===== src/rtl/riscv_defs_pkg.sv =====
// rtl/riscv_defs_pkg.sv - RV32I opcodes, ALU codes, immediate types and control bundle (DECODE_MEXT_EN widens alu_op)
package riscv_defs_pkg;

   localparam logic [6:0] OPC_LUI    = 7'b0110111;
   localparam logic [6:0] OPC_AUIPC  = 7'b0010111;
   localparam logic [6:0] OPC_JAL    = 7'b1101111;
   localparam logic [6:0] OPC_JALR   = 7'b1100111;
   localparam logic [6:0] OPC_BRANCH = 7'b1100011;
   localparam logic [6:0] OPC_LOAD   = 7'b0000011;
   localparam logic [6:0] OPC_STORE  = 7'b0100011;
   localparam logic [6:0] OPC_OPIMM  = 7'b0010011;
   localparam logic [6:0] OPC_OP     = 7'b0110011;

   // Eleven base codes fit in 4 bits; the eight M-extension codes push the field to 5 bits.
`ifdef DECODE_MEXT_EN
   localparam int ALUOP_W = 5;
`else
   localparam int ALUOP_W = 4;
`endif

   typedef logic [ALUOP_W-1:0] alu_op_t;

   localparam alu_op_t ALU_ADD   = alu_op_t'(0);
   localparam alu_op_t ALU_SUB   = alu_op_t'(1);
   localparam alu_op_t ALU_SLL   = alu_op_t'(2);
   localparam alu_op_t ALU_SLT   = alu_op_t'(3);
   localparam alu_op_t ALU_SLTU  = alu_op_t'(4);
   localparam alu_op_t ALU_XOR   = alu_op_t'(5);
   localparam alu_op_t ALU_SRL   = alu_op_t'(6);
   localparam alu_op_t ALU_SRA   = alu_op_t'(7);
   localparam alu_op_t ALU_OR    = alu_op_t'(8);
   localparam alu_op_t ALU_AND   = alu_op_t'(9);
   // LUI: result is operand B (the U immediate) unchanged
   localparam alu_op_t ALU_COPYB = alu_op_t'(10);
`ifdef DECODE_MEXT_EN
   // M codes are 16 + funct3, in funct3 order
   localparam alu_op_t ALU_MUL    = alu_op_t'(16);
   localparam alu_op_t ALU_MULH   = alu_op_t'(17);
   localparam alu_op_t ALU_MULHSU = alu_op_t'(18);
   localparam alu_op_t ALU_MULHU  = alu_op_t'(19);
   localparam alu_op_t ALU_DIV    = alu_op_t'(20);
   localparam alu_op_t ALU_DIVU   = alu_op_t'(21);
   localparam alu_op_t ALU_REM    = alu_op_t'(22);
   localparam alu_op_t ALU_REMU   = alu_op_t'(23);
`endif

   typedef enum logic [2:0] {IMM_I, IMM_S, IMM_B, IMM_U, IMM_J} imm_type_e;

   typedef struct packed {
      alu_op_t alu_op;
      logic    alu_src_imm;
      logic    reg_write;
      logic    mem_read;
      logic    mem_write;
      logic    branch;
      logic    jump;
      logic    illegal;
   } ctrl_t;

   // Shared OP / OP-IMM funct3 mapping; alt selects SUB/SRA (instruction bit 30)
   function automatic alu_op_t alu_from_f3(input logic [2:0] f3, input logic alt);
      case (f3)
         3'b000:  return alt ? ALU_SUB : ALU_ADD;
         3'b001:  return ALU_SLL;
         3'b010:  return ALU_SLT;
         3'b011:  return ALU_SLTU;
         3'b100:  return ALU_XOR;
         3'b101:  return alt ? ALU_SRA : ALU_SRL;
         3'b110:  return ALU_OR;
         default: return ALU_AND;
      endcase
   endfunction

endpackage


===== src/rtl/imm_gen.sv =====
// rtl/imm_gen.sv - combinational RV32I immediate extraction and sign extension
import riscv_defs_pkg::*;

module imm_gen (
   input  logic [31:0] inst,
   input  imm_type_e   imm_type,
   output logic [31:0] imm
);

   // select the immediate layout; all formats sign-extend from inst[31]
   always_comb begin
      imm = '0;
      case (imm_type)
         IMM_I:   imm = {{20{inst[31]}}, inst[31:20]};
         IMM_S:   imm = {{20{inst[31]}}, inst[31:25], inst[11:7]};
         IMM_B:   imm = {{19{inst[31]}}, inst[31], inst[7], inst[30:25], inst[11:8], 1'b0};
         IMM_U:   imm = {inst[31:12], 12'b0};
         IMM_J:   imm = {{11{inst[31]}}, inst[31], inst[19:12], inst[20], inst[30:21], 1'b0};
         default: imm = {{20{inst[31]}}, inst[31:20]};
      endcase
   end

endmodule


===== src/rtl/decode_stage.sv =====
// rtl/decode_stage.sv - RV32I decode stage with valid/ready pipeline register and flush (DECODE_MEXT_EN adds RV32M)
import riscv_defs_pkg::*;

module decode_stage #(
   parameter int XLEN    = 32,
   parameter int ALUOP_W = riscv_defs_pkg::ALUOP_W
) (
   input  logic               clk1,
   input  logic               rst,
   input  logic [31:0]        in_IR,
   input  logic [XLEN-1:0]    in_PC,
   input  logic               in_valid,
   output logic               in_ready,
   input  logic               flush,
   output logic               out_valid,
   input  logic               out_ready,
   output logic [XLEN-1:0]    out_PC,
   output logic [4:0]         rs1_addr,
   output logic [4:0]         rs2_addr,
   output logic [4:0]         rd_addr,
   output logic [XLEN-1:0]    imm,
   output logic [ALUOP_W-1:0] alu_op,
   output logic               alu_src_imm,
   output logic               reg_write,
   output logic               mem_read,
   output logic               mem_write,
   output logic               branch,
   output logic               jump,
   output logic               illegal
);

   logic [6:0] opcode;
   logic [2:0] funct3;
   logic [6:0] funct7;
   imm_type_e  imm_type;
   logic [31:0] imm_d;
   ctrl_t      ctrl_d;
   ctrl_t      ctrl_q;
   logic       xfer;

   assign opcode = in_IR[6:0];
   assign funct3 = in_IR[14:12];
   assign funct7 = in_IR[31:25];

   assign in_ready = !out_valid || out_ready;
   assign xfer     = in_valid && in_ready;

   imm_gen u_imm_gen (
      .inst     (in_IR),
      .imm_type (imm_type),
      .imm      (imm_d)
   );

   // decode opcode/funct fields into the control bundle and immediate format
   always_comb begin
      ctrl_d   = '0;
      imm_type = IMM_I;
      case (opcode)
         OPC_LUI: begin
            imm_type           = IMM_U;
            ctrl_d.alu_op      = ALU_COPYB;
            ctrl_d.alu_src_imm = 1'b1;
            ctrl_d.reg_write   = 1'b1;
         end
         OPC_AUIPC: begin
            imm_type           = IMM_U;
            ctrl_d.alu_op      = ALU_ADD;
            ctrl_d.alu_src_imm = 1'b1;
            ctrl_d.reg_write   = 1'b1;
         end
         OPC_JAL: begin
            imm_type           = IMM_J;
            ctrl_d.alu_op      = ALU_ADD;
            ctrl_d.alu_src_imm = 1'b1;
            ctrl_d.reg_write   = 1'b1;
            ctrl_d.jump        = 1'b1;
         end
         OPC_JALR: begin
            ctrl_d.alu_op      = ALU_ADD;
            ctrl_d.alu_src_imm = 1'b1;
            ctrl_d.reg_write   = 1'b1;
            ctrl_d.jump        = 1'b1;
            ctrl_d.illegal     = (funct3 != 3'b000);
         end
         OPC_BRANCH: begin
            imm_type      = IMM_B;
            ctrl_d.branch = 1'b1;
            case (funct3)
               3'b000, 3'b001: ctrl_d.alu_op = ALU_SUB;
               3'b100, 3'b101: ctrl_d.alu_op = ALU_SLT;
               3'b110, 3'b111: ctrl_d.alu_op = ALU_SLTU;
               default:        ctrl_d.illegal = 1'b1;
            endcase
         end
         OPC_LOAD: begin
            ctrl_d.alu_op      = ALU_ADD;
            ctrl_d.alu_src_imm = 1'b1;
            ctrl_d.reg_write   = 1'b1;
            ctrl_d.mem_read    = 1'b1;
            ctrl_d.illegal     = (funct3 == 3'b011) || (funct3 == 3'b110) || (funct3 == 3'b111);
         end
         OPC_STORE: begin
            imm_type           = IMM_S;
            ctrl_d.alu_op      = ALU_ADD;
            ctrl_d.alu_src_imm = 1'b1;
            ctrl_d.mem_write   = 1'b1;
            ctrl_d.illegal     = (funct3 > 3'b010);
         end
         OPC_OPIMM: begin
            ctrl_d.alu_op      = alu_from_f3(funct3, (funct3 == 3'b101) && in_IR[30]);
            ctrl_d.alu_src_imm = 1'b1;
            ctrl_d.reg_write   = 1'b1;
            if (funct3 == 3'b001)
               ctrl_d.illegal = (funct7 != 7'h00);
            else if (funct3 == 3'b101)
               ctrl_d.illegal = (funct7 != 7'h00) && (funct7 != 7'h20);
         end
         OPC_OP: begin
            ctrl_d.reg_write = 1'b1;
            if (funct7 == 7'h00)
               ctrl_d.alu_op = alu_from_f3(funct3, 1'b0);
            else if ((funct7 == 7'h20) && ((funct3 == 3'b000) || (funct3 == 3'b101)))
               ctrl_d.alu_op = alu_from_f3(funct3, 1'b1);
`ifdef DECODE_MEXT_EN
            else if (funct7 == 7'h01)
               ctrl_d.alu_op = alu_op_t'({2'b10, funct3});
`endif
            else
               ctrl_d.illegal = 1'b1;
         end
         default: ctrl_d.illegal = 1'b1;
      endcase
      // an illegal instruction carries no control besides the illegal flag
      if (ctrl_d.illegal) begin
         ctrl_d         = '0;
         ctrl_d.illegal = 1'b1;
      end
      if (in_IR[11:7] == 5'd0)
         ctrl_d.reg_write = 1'b0;
   end

   // pipeline register: reset > flush > transfer > drain > hold
   always_ff @(posedge clk1) begin
      if (rst) begin
         out_valid <= 1'b0;
         out_PC    <= '0;
         rs1_addr  <= '0;
         rs2_addr  <= '0;
         rd_addr   <= '0;
         imm       <= '0;
         ctrl_q    <= '0;
      end else if (flush) begin
         out_valid <= 1'b0;
      end else if (xfer) begin
         out_valid <= 1'b1;
         out_PC    <= in_PC;
         rs1_addr  <= in_IR[19:15];
         rs2_addr  <= in_IR[24:20];
         rd_addr   <= in_IR[11:7];
         imm       <= imm_d;
         ctrl_q    <= ctrl_d;
      end else if (out_ready) begin
         out_valid <= 1'b0;
      end
   end

   assign alu_op      = ctrl_q.alu_op;
   assign alu_src_imm = ctrl_q.alu_src_imm;
   assign reg_write   = ctrl_q.reg_write;
   assign mem_read    = ctrl_q.mem_read;
   assign mem_write   = ctrl_q.mem_write;
   assign branch      = ctrl_q.branch;
   assign jump        = ctrl_q.jump;
   assign illegal     = ctrl_q.illegal;

endmodule


===== config.mk =====
export PLATFORM = sky130hd
export DESIGN_NAME = decode_stage
export DESIGN_NICKNAME = d
export VERILOG_FILES = /design/src/rtl/riscv_defs_pkg.sv /design/src/rtl/imm_gen.sv /design/src/rtl/decode_stage.sv
export SDC_FILE = /design/constraint.sdc
export NUM_CORES = 1
export LEC_CHECK = 0
export CORE_MARGIN = 1.5
export CORE_UTILIZATION = 40
export CTS_CLUSTER_SIZE = 25
export DETAILED_ROUTE_END_ITERATION = 16
export GPL_TIMING_DRIVEN = 0
export PLACE_DENSITY = 0.86
export SLEW_MARGIN = 20
export SYNTH_ARGS = -nofsm -noshare
export SYNTH_HDL_FRONTEND = slang
export SYNTH_HIERARCHICAL = 1
export SYNTH_SLANG_ARGS = --single-unit

===== constraint.sdc =====
create_clock -name clk1 -period 2.6 [get_ports clk1]
set_input_delay 0.65 -clock clk1 [delete_from_list [all_inputs] [get_ports clk1]]
set_output_delay 0.65 -clock clk1 [all_outputs]
set_load 0.1 [all_outputs]

Word level (Yosys, flattened, before mapping)
Cells that the tools add are included. Widths: inputs -> output; s select.

$add $sub $neg: 0. Multiply operators: 0. Divide/modulo/power cells: 0. Order comparisons: 1. Equality and inequality tests: 22. Shifts and indexed selects: 0. Multiplexer cells: 27. Bitwise operators: 1. Reductions and logical operators: 26.

Operators by type and width (number): $pmux 31 s4 (1); $pmux 4 s7 (3); $eq 7x6->1 const B (4); $eq 7x7->1 const B (3); $mux 1 (16); $pmux 4 s4 (1); $eq 3x3->1 const B (5); $eq 7x5->1 const B (2); $reduce_or 7->1 (2); $eq 3x2->1 const B (4); $pmux 3 s4 (1); $reduce_or 2->1 (6); $mux 11 (1); $pmux 3 s3 (1); $mux 4 (2); $eq 7x2->1 const B (1); $logic_not 7->1 (1); $ne 7x6->1 const B (1); $pmux 1 s7 (1); $reduce_bool 7->1 (1); $eq 3x1->1 const B (2); $reduce_or 6->1 (1); $logic_not 5->1 (1); $logic_and 1x1->1 (4); other kinds (9) (12).

Bits in registers: 91. Latch bits: 0. RAM bits: 0. Bits in read-only memories: 0. Bits of input ports: 69. Memories: 0.

Logic depth before layout (Yosys ltp)
Gate-level depths: netlist of the first run.

Word-level depth: 8. Depth in mapped cells: 12. Gate-level depth less buffers: 9.

Modules after synthesis
Netlist of the first run, hierarchy kept.

Modules (own cells, without submodules): decode_stage (instances 1, cells each 474, area an instance 3741.1 µm², sequential area each 1821.7 µm²); imm_gen (instances 1, cells each 90, area an instance 591.8 µm², sequential area each 0.0 µm²).

Worst setup path after synthesis of the first run
OpenSTA, ideal clock, no wires.

Path kind: flip-flop to flip-flop. From: register out_valid. To: register out_PC[25]. Data arrival time: 2.761 ns. Data required time: 2.529 ns. Path slack: -0.232 ns. Cell stages (with the launch flop): 9. Period minus slack after synthesis: 2.832 ns. Cells stage by stage: dfxtp_1 > nor2b_1 > inv_1 > nand3b_1 > clkbuf_1 > buf_2 > buf_2 > nand2_1 > a21oi_1.

Longest elaborated chain between the ends: 4.

RTL lines: start: declaration (line decode_stage.sv:15) `output logic out_valid,`; start signal: assignment (line decode_stage.sv:145) `out_valid <= 1'b0;`; start signal: assignment (line decode_stage.sv:153) `out_valid <= 1'b0;`; start signal: assignment (line decode_stage.sv:155) `out_valid <= 1'b1;`; $logic_not 1->1 (line decode_stage.sv:45) `assign in_ready = !out_valid || out_ready;`; $logic_or 1x1->1 (line decode_stage.sv:45); via in_ready (line decode_stage.sv:13) `output logic in_ready,`; $logic_and 1x1->1 (line decode_stage.sv:46) `assign xfer = in_valid && in_ready;`; $reduce_and 2->1 (no source line); end signal: assignment (line decode_stage.sv:156) `out_PC <= in_PC;`; end: declaration (line decode_stage.sv:17) `output logic [XLEN-1:0] out_PC,`.

The timed path passes the listed nets, and every way through them passes these cells. A chain may end at the register's enable or synchronous reset.

Final worst setup path of the first run
From: register ctrl_q (netlist bit mem_read). To: output mem_read.

RTL lines: start: declaration (line decode_stage.sv:38) `ctrl_t ctrl_q;`; start signal: assignment (line decode_stage.sv:161) `ctrl_q <= ctrl_d;`; end: declaration (line decode_stage.sv:25) `output logic mem_read,`.

No word-level cell between the ends.

==> flow_results.xml, run 1 <==
<?xml version="1.0" encoding="UTF-8"?>
<metrics>
  <group name="cts">
    <metric name="cts_max_path_buffers" unit="">2</metric>
    <metric name="numClockSinks" unit="">91</metric>
    <metric name="worst_skew_pair.late_latency" unit="ps">370</metric>
    <metric name="clk_transition_reported_paths" unit="ps">90</metric>
    <metric name="cts.htree.levels" unit="">3</metric>
    <metric name="cts_tree" unit="">done</metric>
    <metric name="cts-buffers-inserted" unit="">9</metric>
    <metric name="ctsRootBufferMaster" unit="">clkbuf_8</metric>
    <metric name="cts-hold-fix-buffers" unit="">0</metric>
  </group>
  <group name="pwr">
    <metric name="p_leak" unit="uW">0.00232</metric>
    <metric name="max-vdd-ir-drop" unit="mV">0.314</metric>
    <metric name="power-per-cell-area" unit="nW/um2">537</metric>
  </group>
  <group name="logic_synthesis">
    <metric name="yosys-mux-area-fraction" unit="%">0.462</metric>
    <metric name="synth-async-reset-ratio" unit="%">0</metric>
    <metric name="synth_seq_cells" unit="">91</metric>
    <metric name="ys_dominant_reg_cell" unit="">dfxtp_1</metric>
    <metric name="dominant_combinational_cell_family_by_area_after_synthesis" unit="">simple AND/OR/NAND/NOR gates</metric>
    <metric name="syn_area" unit="um2">4330</metric>
    <metric name="yosys.area_share.simple" unit="%">27.6</metric>
    <metric name="synthXorXnorAreaFrac" unit="%">0.404</metric>
    <metric name="synthesis.instances" unit="">564</metric>
    <metric name="synth-seq-area-share" unit="%">42.0</metric>
    <metric name="share_of_the_synthesized_area_in_compound_gates_ao_oa_aoi_oai" unit="%">23.1</metric>
    <metric name="post_synth_fa_ha_maj_area_fraction" unit="%">0</metric>
    <metric name="netlist-cell-type-count" unit="">62</metric>
    <metric name="synth_enable_flop_cells" unit="">0</metric>
    <metric name="postSynthAreaPerCell" unit="um2">7.68</metric>
    <metric name="syn_nets" unit="">633</metric>
    <metric name="ys.warnings.count" unit="">6</metric>
  </group>
  <group name="setup_path">
    <metric name="crit_cells" unit="">1</metric>
    <metric name="worst_r2r_path_depth" unit="">7</metric>
    <metric name="timing_worst_setup_path_type" unit="">reg -&gt; out</metric>
    <metric name="critical_path.endpoint_type" unit="">output pin</metric>
    <metric name="cp_max_fo" unit="">2</metric>
    <metric name="cp_num_buf_inv" unit="">1</metric>
    <metric name="worst-endpoint-arrival" unit="ps">1880</metric>
    <metric name="critical-path-top-delay-family" unit="">buffers and inverters</metric>
    <metric name="setup.worst_path.start_class" unit="">flip-flop</metric>
    <metric name="critical_path_required" unit="ps">1950</metric>
    <metric name="cpPeakStageDelay" unit="ps">1150</metric>
    <metric name="crit_path_top_delay_cell" unit="">clkdlybuf4s50_1</metric>
    <metric name="timing.critical_path.cells" unit="">clkdlybuf4s50_1</metric>
  </group>
  <group name="timing">
    <metric name="setup_viol_count_final" unit="">0</metric>
    <metric name="fin_worst_skew" unit="ps">17.1</metric>
    <metric name="period_minus_slack" unit="ps">2530</metric>
    <metric name="finalHoldWorstSlack" unit="ps">461</metric>
    <metric name="timing_hold_violations_final" unit="">0</metric>
    <metric name="grt_setup_unrepaired" unit="">false</metric>
    <metric name="max_clock_freq" unit="MHz">395</metric>
    <metric name="slew_violations" unit="">0</metric>
    <metric name="slew_of_the_pin_with_the_lowest_slew_margin" unit="ps">1030</metric>
    <metric name="fin_crit_sh" unit="%">97.3</metric>
    <metric name="relSlewSlack" unit="%">31.4</metric>
  </group>
  <group name="run_status">
    <metric name="status" unit="">finished clean</metric>
  </group>
  <group name="placed_design">
    <metric name="io_buffer_count" unit="">160</metric>
    <metric name="hpwl" unit="um">10600</metric>
    <metric name="final_estimated_routing_congestion_in_global_placement" unit="">0.905</metric>
    <metric name="cell_count_after_placement" unit="">860</metric>
    <metric name="dpl-instance-area" unit="um2">6110</metric>
  </group>
  <group name="cells_and_area">
    <metric name="area_delta_synth_final" unit="%">47.9</metric>
    <metric name="fin_cells" unit="">879</metric>
    <metric name="fillCellCount" unit="">925</metric>
    <metric name="post_route_cells_drive_above_1_share" unit="%">9.02</metric>
    <metric name="n_antenna_cell" unit="">0</metric>
    <metric name="design_area" unit="um2">6410</metric>
    <metric name="layout.nets" unit="">807</metric>
  </group>
  <group name="floorplanning">
    <metric name="top_level_ports" unit="">161</metric>
    <metric name="floorplan.core_area" unit="um2">10400</metric>
    <metric name="starting_density_of_the_core" unit="%">41.6</metric>
    <metric name="core.rowCount" unit="">37</metric>
    <metric name="dieWidth" unit="um">107</metric>
    <metric name="dieHeight" unit="um">107</metric>
    <metric name="die_area" unit="um2">11500</metric>
  </group>
  <group name="global_routing">
    <metric name="grt.overflow.total" unit="">0</metric>
    <metric name="grt_antenna_before_repair" unit="">0</metric>
    <metric name="first_pass_grt_wire_length" unit="um">22000</metric>
    <metric name="number_of_global_route_vias_before_repair" unit="">4438</metric>
    <metric name="grt_max_degree" unit="">20</metric>
    <metric name="grt_use_total" unit="%">24.2</metric>
  </group>
  <group name="detailed_routing">
    <metric name="detail_route.first_pass.iterations" unit="">6</metric>
    <metric name="drtAntennaViolNets" unit="">0</metric>
    <metric name="vias_per_cell" unit="">5.31</metric>
    <metric name="drc_errors" unit="">0</metric>
    <metric name="postRouteWirelength" unit="um">13900</metric>
    <metric name="drt-initial-drc-count" unit="">270</metric>
    <metric name="routedWlPerCell" unit="um">15.8</metric>
    <metric name="via_total_after_detailed_routing" unit="">4669</metric>
  </group>
  <group name="hold_path">
    <metric name="worst_hold_path.num_cells" unit="">2</metric>
    <metric name="hold_class" unit="">reg -&gt; reg</metric>
  </group>
  <group name="run">
    <metric name="max-cap-violations" unit="">0</metric>
  </group>
</metrics>
## sequential cells by signal (all words and copies together), names as in the netlist
name and count:
alu_src_imm 1, rd_addr 5, rs1_addr 5, branch 1, illegal 1, out_PC 32, rs2_addr 5, imm 32
mem_read 1, out_valid 1, mem_write 1, reg_write 1, alu_op 4, jump 1
## final cells by class
class	instances	area, um2	share of cell area [%]
clock buffer	10	128	1.99
multi-input combinational	421	2280	35.6
clock inverter	6	71.3	1.11
tap	136	170	2.66
inverter	4	15.0	0.234
timing repair buffer	166	1650	25.8
sequential	91	1820	28.5
buffer	45	269	4.20
## cell families after synthesis
family | Yosys count
AO/OA/AOI/OAI | 163
XOR/XNOR | 2
buffers and inverters | 52
flip-flops | 91
multiplexers | 2
AND/OR/NAND/NOR | 254
## placed cells by master, fill, tap and decap left out, types with 3 or more instances in the layout
master | synthesis | routed
nand2_1 | 170 | 170
clkdlybuf4s50_1 | 0 | 156
a21oi_1 | 90 | 90
dfxtp_1 | 91 | 90
clkbuf_1 | 27 | 25
nor2_1 | 21 | 20
o21ai_0 | 16 | 14
nor2b_1 | 12 | 11
buf_4 | 3 | 11
a21o_1 | 11 | 11
clkbuf_8 | 1 | 10
a211oi_1 | 9 | 9
buf_6 | 6 | 8
nand2b_1 | 8 | 8
o22ai_1 | 8 | 8
nor3_1 | 7 | 6
nand3b_1 | 5 | 5
and3b_1 | 5 | 5
buf_2 | 10 | 5
inv_1 | 4 | 4
a32oi_1 | 4 | 4
a22oi_1 | 4 | 4
o21ai_1 | 1 | 3
## cells in the mapped netlist (all sizes together), types with 2 or more instances
cell type	instances	share of area, %
a211oi	9	1.6
a21boi	2	0.35
a21o	11	1.9
a21oi	90	10
a221oi	2	0.69
a22o	2	0.40
a22oi	4	0.69
a31oi	2	0.29
a32oi	4	0.81
and3b	5	1.0
and4bb	2	0.58
buf	19	3.2
clkbuf	29	2.8
dfxtp	91	42
inv	4	0.35
mux2i	2	0.46
nand2	170	15
nand2b	8	1.2
nand3	2	0.35
nand3b	6	1.1
nand4	2	0.29
nor2	21	1.8
nor2b	13	1.9
nor3	9	1.4
nor3b	2	0.35
o211ai	2	0.46
o21a	2	0.35
o21ai	17	2.0
o22ai	8	1.2
o41ai	2	0.40
or2	3	0.49
or3	2	0.29
or4	2	0.43
## worst register-to-register path, stage by stage, from the launching register on
cell and delay, ps:
dfxtp_2 330, nor2b_1 210, inv_1 100, nand3b_1 460, buf_2 340, buf_2 260, nand2_1 90, a21oi_1 160
## through the flow
stage | util (%) | power [uW] | TNS [ps] | worst slack (ps)
5_1_grt | 61.5 | 3570 | 0 | 20.8
3_3_place_gp | 58.6 | 2460 | -23160 | -682
6_report | 61.5 | 3440 | 0 | 70.2
2_1_floorplan | - | 2160 | 0 | 79.6
4_1_cts | 60.8 | 3450 | 0 | 11.8
3_5_place_dp | 58.6 | 2470 | -25110 | -701
## power by group
| part | internal [uW] | switching (uW) |
|---|---|---|
| clock | 457 | 530 |
| combinational | 289 | 679 |
| sequential | 1450 | 31.8 |
| total | 2200 | 1240 |
## path summary, 6_finish.rpt
kind | endpoint | from | slack (ps)
worst max-delay path | mem_read | mem_read | 70
worst min-delay path | out_PC[30] | out_PC[30] | 460
worst max register to register | out_PC[21] | out_valid | 610
worst min register to register | out_PC[30] | out_PC[30] | 460
## per-layer routing
metal	share of wire [%]	vias to the layer above	global-route usage [%]
met4	1.6	0	8.00
met1	43	2201	31.2
met5	0	-	0
met3	6.6	19	3.83
li1	-	2275	-
met2	49	174	40.9
## repair_timing
action	in CTS	in global routing
setup endpoints to repair	26	38
gates resized for setup	8	19
buffers inserted	3	3
endpoints found under the hold margin	0	0
pin swaps	1	3
No activity file was read; power rests on OpenSTA's default activity.
==> run 2, diff against run 1 <==
Settings changed: CORE_UTILIZATION 40 to 48, PLACE_DENSITY 0.86 to 0.95, SKIP_LAST_GASP set to 1.
Clock period 2.6 ns to 3.25 ns, I/O delays scaled along.
==> run 2 against run 1 <==
  * Die area shrank 16%
  * Critical path depth up 3
  * First-iteration DRC count rose by 1.1%
  * Clock skew decreased by 8.1 ps
  * Core utilization grew 10 points
==> flow_results.xml, run 2 (synthesis results as in run 1) <==
<?xml version="1.0" encoding="UTF-8"?>
<metrics>
  <group name="pwr">
    <metric name="p_leak" unit="uW">0.00224</metric>
    <metric name="power_switching_share" unit="%">35.8</metric>
    <metric name="internal-power" unit="uW">1780</metric>
    <metric name="power_switching" unit="uW">994</metric>
    <metric name="power.share.combinational" unit="%">27.7</metric>
    <metric name="clock_power_share" unit="%">29.5</metric>
    <metric name="seq_power_share" unit="%">42.8</metric>
    <metric name="max-vdd-ir-drop" unit="mV">0.283</metric>
    <metric name="power-per-cell-area" unit="nW/um2">442</metric>
  </group>
  <group name="cts">
    <metric name="numClockSinks" unit="">91</metric>
    <metric name="cts_tree" unit="">done</metric>
    <metric name="post_cts_resize_count" unit="">1</metric>
    <metric name="ctsRootBufferMaster" unit="">clkbuf_8</metric>
    <metric name="postCtsSetupRepairBufs" unit="">0</metric>
    <metric name="cts-buffers-inserted" unit="">9</metric>
    <metric name="clk_transition_reported_paths" unit="ps">100</metric>
    <metric name="cts.htree.levels" unit="">3</metric>
    <metric name="cts-hold-fix-buffers" unit="">0</metric>
    <metric name="worst_skew_pair.late_latency" unit="ps">350</metric>
    <metric name="cts_max_path_buffers" unit="">2</metric>
  </group>
  <group name="detailed_routing">
    <metric name="vias_per_cell" unit="">5.58</metric>
    <metric name="routedWlPerCell" unit="um">16.1</metric>
    <metric name="detail_route.first_pass.iterations" unit="">5</metric>
    <metric name="drc_errors" unit="">0</metric>
    <metric name="drtAntennaViolNets" unit="">0</metric>
    <metric name="via_total_after_detailed_routing" unit="">4730</metric>
    <metric name="postRouteWirelength" unit="um">13700</metric>
    <metric name="drt-initial-drc-count" unit="">273</metric>
  </group>
  <group name="timing">
    <metric name="period_minus_slack" unit="ps">3110</metric>
    <metric name="fin_worst_skew" unit="ps">8.96</metric>
    <metric name="slew_of_the_pin_with_the_lowest_slew_margin" unit="ps">1010</metric>
    <metric name="grt_setup_unrepaired" unit="">false</metric>
    <metric name="relSlewSlack" unit="%">32.7</metric>
    <metric name="timing_hold_violations_final" unit="">0</metric>
    <metric name="max_clock_freq" unit="MHz">322</metric>
    <metric name="fin_setup_tns" unit="ps">0</metric>
    <metric name="slew_violations" unit="">0</metric>
    <metric name="fin_crit_sh" unit="%">95.7</metric>
    <metric name="setup_viol_count_final" unit="">0</metric>
  </group>
  <group name="setup_path">
    <metric name="cp_max_fo" unit="">3</metric>
    <metric name="regToRegSetupSlack" unit="ps">1030</metric>
    <metric name="timing_worst_setup_path_type" unit="">in -&gt; out</metric>
    <metric name="critical_path_required" unit="ps">2440</metric>
    <metric name="setup.worst_path.start_class" unit="">primary input</metric>
    <metric name="worst-endpoint-arrival" unit="ps">2300</metric>
    <metric name="critical_path.endpoint_type" unit="">output pin</metric>
  </group>
  <group name="cells_and_area">
    <metric name="n_antenna_cell" unit="">0</metric>
    <metric name="layout.nets" unit="">803</metric>
    <metric name="layout.cells.most_common_list" unit="">170 x nand2_1, 159 x clkdlybuf4s50_1, 91 x dfxtp_1, 90 x a21oi_1, 27 x clkbuf_1</metric>
    <metric name="layout.cells.most_common" unit="">nand2_1</metric>
    <metric name="post_route_cells_drive_above_1_share" unit="%">7.17</metric>
    <metric name="largest_registers" unit="">imm x32, out_PC x32</metric>
    <metric name="fillCellCount" unit="">668</metric>
    <metric name="layout.area.seq" unit="um2">1820</metric>
    <metric name="area_delta_synth_final" unit="%">44.9</metric>
    <metric name="fin_util" unit="%">72.0</metric>
    <metric name="multiInputGateArea" unit="um2">2240</metric>
    <metric name="fin_cells" unit="">847</metric>
  </group>
  <group name="global_routing">
    <metric name="number_of_global_route_vias_before_repair" unit="">4564</metric>
    <metric name="grt_antenna_before_repair" unit="">0</metric>
    <metric name="grt_max_degree" unit="">17</metric>
    <metric name="grt.overflow.total" unit="">0</metric>
    <metric name="first_pass_grt_wire_length" unit="um">22000</metric>
    <metric name="grt_use_total" unit="%">28.1</metric>
  </group>
  <group name="run">
    <metric name="max-cap-violations" unit="">0</metric>
  </group>
  <group name="placed_design">
    <metric name="hpwl" unit="um">10300</metric>
    <metric name="io_buffer_count" unit="">160</metric>
    <metric name="cell_count_after_placement" unit="">832</metric>
    <metric name="final_estimated_routing_congestion_in_global_placement" unit="">0.879</metric>
  </group>
  <group name="floorplanning">
    <metric name="dieHeight" unit="um">98.0</metric>
    <metric name="top_level_ports" unit="">161</metric>
    <metric name="floorplan.core_area" unit="um2">8720</metric>
    <metric name="die_area" unit="um2">9610</metric>
    <metric name="starting_density_of_the_core" unit="%">49.7</metric>
    <metric name="dieWidth" unit="um">98.0</metric>
    <metric name="core.rowCount" unit="">34</metric>
  </group>
  <group name="run_status">
    <metric name="status" unit="">finished clean</metric>
  </group>
  <group name="hold_path">
    <metric name="hold_class" unit="">reg -&gt; reg</metric>
  </group>
</metrics>
-- run 2: area by class of cell --
cell class / instances / share of cell area, %
inverters: 4 / 0.239
clock inverters: 5 / 1.10
flip-flops and latches: 91 / 29.0
plain buffers: 47 / 4.08
multi-input cells: 421 / 35.7
repair buffers: 160 / 25.5
clock buffers: 11 / 2.25
well taps: 108 / 2.15
-- run 2: power by group through the flow --
stage	combinational [uW]	clock (uW)	sequential, uW
3_3_place_gp	749	0	1210
2_1_floorplan	181	0	1550
5_1_grt	803	870	1190
6_report	769	819	1190
3_5_place_dp	763	0	1210
4_1_cts	766	829	1190
-- run 2: routing by layer --
layer	vias up	global-route usage [%]	part of all wire [%]	routed length, um
li1	2268	-	-	-
met1	2187	33.5	39	5360
met2	236	50.3	50	6890
met3	39	5.37	7.6	1040
met4	0	9.67	2.8	378
met5	-	0	0	0
-- run 2: final timing paths --
kind | from | end | depth (start not counted)
max | out_ready | in_ready | 4
min | out_PC[22] | out_PC[22] | 2
max reg2reg | out_valid | out_PC[18] | 8
min reg2reg | out_PC[22] | out_PC[22] | 2
-- run 2: stage by stage --
step           hold slack (ps)  power, uW  worst slack (ps)  instance area, um2
2_1_floorplan              879       1730               418                4330
3_5_place_dp               446       1980              -248                6070
3_3_place_gp               441       1960              -177                6070
4_1_cts                    459       2780               107                6280
5_1_grt                    476       2870              8.37                6280
6_report                   457       2770               140                6280
-- run 2: worst max-delay path, cell delays in order --
cell	delay, ps
clkdlybuf4s50_1	460
nor2b_1	60
inv_1	80
dlygate4sd2_1	870
